## config.mk

```make
export PLATFORM = sky130hd
export DESIGN_NAME = oam_dma_arbiter
export DESIGN_NICKNAME = d
export VERILOG_FILES = /design/src/rtl/oam_dma_arbiter.sv
export SDC_FILE = /design/constraint.sdc
export NUM_CORES = 1
export LEC_CHECK = 0
export BUFFER_PORTS_ARGS = -buffer_cell sky130_fd_sc_hd__buf_2
export CORE_MARGIN = 10
export CORE_UTILIZATION = 44
export DETAILED_ROUTE_END_ITERATION = 7
export HOLD_SLACK_MARGIN = 0.05
export PLACE_DENSITY_LB_ADDON = 0.08
export REMOVE_ABC_BUFFERS = 1
export SETUP_SLACK_MARGIN = 0.4
export SLEW_MARGIN = 5
export SYNTH_ARGS = -nofsm -noshare
export SYNTH_HDL_FRONTEND = slang
export SYNTH_SLANG_ARGS = --single-unit
```

## constraint.sdc

```tcl
create_clock -name clk -period 2.15 [get_ports clk]
set_input_delay 0.3225 -clock clk [delete_from_list [all_inputs] [get_ports clk]]
set_output_delay 0.3225 -clock clk [all_outputs]
set_load 0.01 [all_outputs]
```

## src/rtl/oam_dma_arbiter.sv

```systemverilog
// oam_dma_arbiter
//   Owns the single memory port between the CPU core and the memory map and
//   runs the OAM DMA engine. A core write to DMA_REG_ADDR latches a source page
//   and copies DMA_LEN bytes from {page, 8'h00} into OAM. While the copy runs,
//   the core may only reach HRAM; the read and write ports are arbitrated cycle
//   by cycle, with the core always winning a port it legitimately needs.
//
// Ports
//   clk, rst            clock, asynchronous active-high reset
//   core_r_addr         core read address
//   core_w_addr/_data   core write address / data
//   core_w_wen          core write enable
//   core_r_data         read data returned to the core (combinational)
//   mem_r_addr          memory read address
//   mem_r_data          memory read data (asynchronous, same cycle)
//   mem_w_addr/_data    memory write address / data
//   mem_w_wen           memory write enable
//   dma_busy            registered, high while a transfer is in progress
module oam_dma_arbiter #(
  parameter logic [15:0] DMA_REG_ADDR = 16'hFF46,
  parameter logic [15:0] OAM_BASE     = 16'hFE00,
  parameter int          DMA_LEN      = 160,
  parameter logic [15:0] HRAM_LO      = 16'hFF80,
  parameter logic [15:0] HRAM_HI      = 16'hFFFE
) (
  input  logic        clk,
  input  logic        rst,
  input  logic [15:0] core_r_addr,
  input  logic [15:0] core_w_addr,
  input  logic [7:0]  core_w_data,
  input  logic        core_w_wen,
  output logic [7:0]  core_r_data,
  output logic [15:0] mem_r_addr,
  input  logic [7:0]  mem_r_data,
  output logic [15:0] mem_w_addr,
  output logic [7:0]  mem_w_data,
  output logic        mem_w_wen,
  output logic        dma_busy
);

  localparam int IDX_W = $clog2(DMA_LEN) + 1;
  localparam logic [IDX_W-1:0] LAST_IDX = IDX_W'(DMA_LEN - 1);

  typedef enum logic [1:0] {S_IDLE, S_START, S_XFER, S_DRAIN} state_t;

  state_t           state_q, state_d;
  logic [IDX_W-1:0] idx_q, idx_d;
  logic             buf_vld_q, buf_vld_d;
  logic [IDX_W-1:0] buf_idx_q, buf_idx_d;
  logic [7:0]       buf_data_q, buf_data_d;
  logic [7:0]       dma_src_q, dma_src_d;
  logic             dma_busy_q, dma_busy_d;

  logic        busy;
  logic        reg_wr;
  logic        reg_rd;
  logic        r_hram;
  logic        w_hram;
  logic        buf_wr;
  logic        dma_rd;
  logic [15:0] src_addr;
  logic [15:0] dst_addr;

  assign dma_busy = dma_busy_q;

  always_comb begin
    busy   = (state_q != S_IDLE);
    reg_wr = core_w_wen && (core_w_addr == DMA_REG_ADDR);
    reg_rd = (core_r_addr == DMA_REG_ADDR);
    r_hram = (core_r_addr >= HRAM_LO) && (core_r_addr <= HRAM_HI);
    w_hram = core_w_wen && (core_w_addr >= HRAM_LO) && (core_w_addr <= HRAM_HI);
    // The buffered byte goes out whenever the core is not using the write
    // port; a restart discards it instead of writing it.
    buf_wr = busy && buf_vld_q && !w_hram && !reg_wr;
    // A DMA read needs the read port and somewhere to put the byte: either an
    // empty buffer or one that is draining this same cycle.
    dma_rd = (state_q == S_XFER) && !r_hram && !reg_wr && !(buf_vld_q && !buf_wr);
    src_addr = {dma_src_q, 8'h00} + 16'(idx_q);
    dst_addr = OAM_BASE + 16'(buf_idx_q);
  end

  // Port muxing: pass-through in IDLE, HRAM-only for the core while busy.
  always_comb begin
    mem_r_addr  = core_r_addr;
    mem_w_addr  = core_w_addr;
    mem_w_data  = core_w_data;
    mem_w_wen   = core_w_wen && !reg_wr;
    core_r_data = reg_rd ? dma_src_q : mem_r_data;
    if (busy) begin
      if (!r_hram) begin
        mem_r_addr  = src_addr;
        core_r_data = reg_rd ? dma_src_q : 8'hFF;
      end
      if (!w_hram) begin
        if (buf_wr) begin
          mem_w_addr = dst_addr;
          mem_w_data = buf_data_q;
          mem_w_wen  = 1'b1;
        end else begin
          mem_w_wen  = 1'b0;
        end
      end
    end
  end

  always_comb begin
    state_d    = state_q;
    idx_d      = idx_q;
    buf_vld_d  = buf_vld_q;
    buf_idx_d  = buf_idx_q;
    buf_data_d = buf_data_q;
    dma_src_d  = dma_src_q;

    case (state_q)
      S_IDLE:  state_d = S_IDLE;
      S_START: state_d = S_XFER;
      S_XFER:  if (dma_rd && (idx_q == LAST_IDX)) state_d = S_DRAIN;
      S_DRAIN: if (!buf_vld_q || buf_wr) state_d = S_IDLE;
      default: state_d = S_IDLE;
    endcase

    if (buf_wr) buf_vld_d = 1'b0;
    // A read in the same cycle as a drain refills the buffer behind it.
    if (dma_rd) begin
      buf_vld_d  = 1'b1;
      buf_idx_d  = idx_q;
      buf_data_d = mem_r_data;
      idx_d      = idx_q + IDX_W'(1);
    end

    // A register write (re)starts from any state, including the cycle that
    // would otherwise leave DRAIN.
    if (reg_wr) begin
      dma_src_d = core_w_data;
      state_d   = S_START;
      idx_d     = '0;
      buf_vld_d = 1'b0;
    end

    dma_busy_d = (state_d != S_IDLE);
  end

  always_ff @(posedge clk or posedge rst) begin
    if (rst) begin
      state_q    <= S_IDLE;
      idx_q      <= '0;
      buf_vld_q  <= 1'b0;
      buf_idx_q  <= '0;
      buf_data_q <= 8'h00;
      dma_src_q  <= 8'hFF;
      dma_busy_q <= 1'b0;
    end else begin
      state_q    <= state_d;
      idx_q      <= idx_d;
      buf_vld_q  <= buf_vld_d;
      buf_idx_q  <= buf_idx_d;
      buf_data_q <= buf_data_d;
      dma_src_q  <= dma_src_d;
      dma_busy_q <= dma_busy_d;
    end
  end

endmodule

```

==> impl_metrics.py <==
metrics = {
    "global_route": {
        "grt_max_degree": 39,
        "antenna_found_initial": 0,
        "grt_pass1_wl_um": 14300,
        "grt.total_usage": 0.195,
        "grt_pass1_vias": 2813,
        "grt_overflow": 0,
    },
    "synthesis": {
        "yosysWarnings": 0,
        "avgSynthCellArea_um2": 9.58,
        "synth_cell_types": 46,
        "ys_seq_elements": 38,
        "synth-seq-area-share": 0.374,
        "synth_flop_cell": "dfrtp_1",
        "synth_async_sr_flop_share": 1.00,
        "yosys.area.top_type": "dfrtp_1",
        "synth_area_um2": 2570,
        "synth-edff-count": 0,
        "syn_inst": 268,
        "synthTopCellsByArea": "dfrtp_1 (29%), mux2_2 (12%), dfstp_2 (8.2%)",
        "synth_top_area_frac": 0.293,
    },
    "placement": {
        "place_worst_setup_slack_ns": -0.205,
        "hpwl_um": 6030,
        "port_buffers": 100,
        "gp_congestion": 0.893,
        "dpl_cell_area_um2": 3310,
    },
    "clocking": {
        "htree_levels": 2,
        "numCtsBuffers": 5,
        "cts-root-buf": "clkbuf_8",
        "hold_buffers": 0,
        "cts_tree": "done",
        "cts.sink_count": 38,
        "path_clk_slew_ns": 0.08,
        "insertion_delay_ns": 0.30,
        "cts_max_path_buffers": 2,
    },
    "run_status": {
        "outcome": "finished with violations",
        "violations": "negative setup slack",
    },
    "job": {
        "cap_violations": 0,
    },
    "setup_path": {
        "start_kind": "input port",
        "cp_max_fo": 21,
        "cp.arrival_ns": 2.00,
        "cp.required_ns": 1.83,
        "path_class": "in2out",
        "end_kind": "output port",
    },
    "pwr": {
        "p_per_area_nw_per_um2": 344,
        "power_mw": 1.55,
        "ir_drop_mv": 0.275,
        "leakage_nw": 2.14,
    },
    "detailed_routing": {
        "firstDrtPassIters": 4,
        "totalWireLength_um": 9980,
        "dr_wl_met2_um": 4970,
        "top_layer_used": "met4",
        "wl_met1_um": 4100,
        "wl_met3_um": 790,
        "drt_iter0_drc": 133,
        "vias_per_cell": 5.55,
        "wl_per_cell_um": 20.3,
        "antenna_left": 0,
        "drc": 0,
        "vias": 2725,
    },
    "sta": {
        "fin_setup_tns_ns": -2.84,
        "layout_setup_ws_ns": -0.168,
        "drv_slew": 0,
        "fmax_ghz": 0.431,
        "slew_headroom": 0.661,
        "rsz0062_at_grt": "yes",
        "fin_skew_ns": 0.00405,
        "fin_hold_ws_ns": 0.140,
        "hold_viol": 0,
        "tightestPinTransition_ns": 0.508,
        "post-route-period-util": 1.08,
        "period_minus_slack_ns": 2.32,
        "finalSetupViolations": 25,
    },
    "layout": {
        "final_nets": 473,
        "antenna_cells": 0,
        "drive_gt1_frac": 0.695,
        "syn_to_final_growth_pct": 75.2,
        "fillCellCount": 348,
        "fin_area_um2": 4500,
    },
    "worst_hold_path": {
        "hold_path.class": "in2async",
    },
    "floorplanning": {
        "start_util": 0.460,
        "coreArea_um2": 5570,
        "die_height_um": 96.4,
        "dieWidth_um": 96.4,
        "num_rows": 27,
        "ios": 101,
        "design.die.area_um2": 9290,
    },
}
## kinds of logic after synthesis
group | count (synthesis) | share of synthesized area
XOR/XNOR | 6 | 0.0205
buffers and inverters | 15 | 0.0366
adder cells (fa/ha/maj) | 3 | 0.0146
flip-flops | 38 | 0.374
AO/OA/AOI/OAI | 43 | 0.104
AND/OR/NAND/NOR | 117 | 0.231
multiplexers | 46 | 0.219
## state kept, by name, indices dropped and copies added (netlist names)
register / cells
buf_idx_q: 9
idx_q: 9
buf_data_q: 8
dma_src_q: 8
state_q: 2
buf_vld_q: 1
dma_busy: 1
## cell type report
| type | instances | area [um^2] | area share |
|---|---|---|---|
| clock buffers | 5 | 68.8 | 0.0153 |
| clock inverters | 2 | 10.0 | 0.00223 |
| inverters | 2 | 7.51 | 0.00167 |
| multi-input cells | 215 | 2020 | 0.449 |
| flip-flops and latches | 38 | 961 | 0.214 |
| well taps | 72 | 90.1 | 0.0200 |
| repair buffers | 157 | 1340 | 0.298 |
## repair_timing
| action | 4_1_cts | 5_1_grt |
|---|---|---|
| cloned | 3 | 1 |
| pin swaps | 29 | 24 |
| resized for setup | 141 | 48 |
| buffers inserted | 22 | 5 |
| setup endpoints to repair | 66 | 78 |
## cell usage after synthesis (2+ instances only)
library cell and number:
nand2_1 34, and2_1 4, mux2i_1 4, nand2b_1 5
nor3_1 2, a31oi_1 2, mux2_4 13, xor2_1 2
buf_2 2, clkbuf_1 7, o21ai_0 6, ha_1 3
nand4_1 6, buf_6 2, mux2_1 2, xnor2_1 4
nor2_1 29, or2_1 8, nor3_2 2, a21oi_1 22
o211a_1 2, or3_1 4, dfrtp_1 30, mux2_2 27
and3_1 2, nand3_1 12, inv_1 2, dfstp_2 8
or4_1 5
## cells in the final DEF (no fill, tap or decap), types with 7 or more instances in the layout
| cell type | instances |
|---|---|
| nor2_4 | 13 |
| nor2_1 | 10 |
| or2_1 | 7 |
| dfrtp_1 | 30 |
| mux2_4 | 39 |
| buf_6 | 47 |
| nand2_1 | 31 |
| buf_4 | 25 |
| a21oi_2 | 19 |
| buf_2 | 72 |
| dfstp_2 | 8 |
## per-layer routing
layer	up-vias	track usage
li1	1271	-
met1	1335	0.247
met2	108	0.330
met3	11	0.0470
met4	0	0.0460
met5	-	0
## path summary, 6_finish.rpt
check                                         start                  endpoint  slack, ns  cells after the start
hold / removal                                  rst  buf_idx_q[1]$_DFFE_PP0P_       0.14                      3
max in group asynchronous                       rst  dma_src_q[4]$_DFFE_PP1N_       1.65                      3
setup / recovery                     core_w_addr[6]             mem_w_data[1]      -0.17                      8
min in group clk                     core_w_data[2]  dma_src_q[2]$_DFFE_PP1N_       0.22                      3
setup reg to reg               state_q[0]$_DFF_PP0_  buf_idx_q[5]$_DFFE_PP0P_       0.23                      6
hold reg to reg            dma_src_q[7]$_DFFE_PP1N_  dma_src_q[7]$_DFFE_PP1N_       0.50                      2
## power breakdown
part | leakage, nW | switching (mW) | internal (mW)
Clock | 0.0438 | 0.266 | 0.218
Sequential | 0.441 | 0.00756 | 0.726
Combinational | 1.65 | 0.145 | 0.185
## per-stage QoR
stage	utilization	instances
after floorplan	-	255
after global placement	0.594	453
after detailed placement	0.594	453
after CTS	0.760	485
after global routing	0.807	491
final	0.807	491
## critical path, cell delays in order
cell     delay, ns
buf_2         0.11
nand3_2       0.11
o21a_1        0.20
and2_4        0.17
nor4b_4       0.34
buf_12        0.23
mux2_2        0.35
buf_2         0.14
Power figures use the tool's default switching activity.
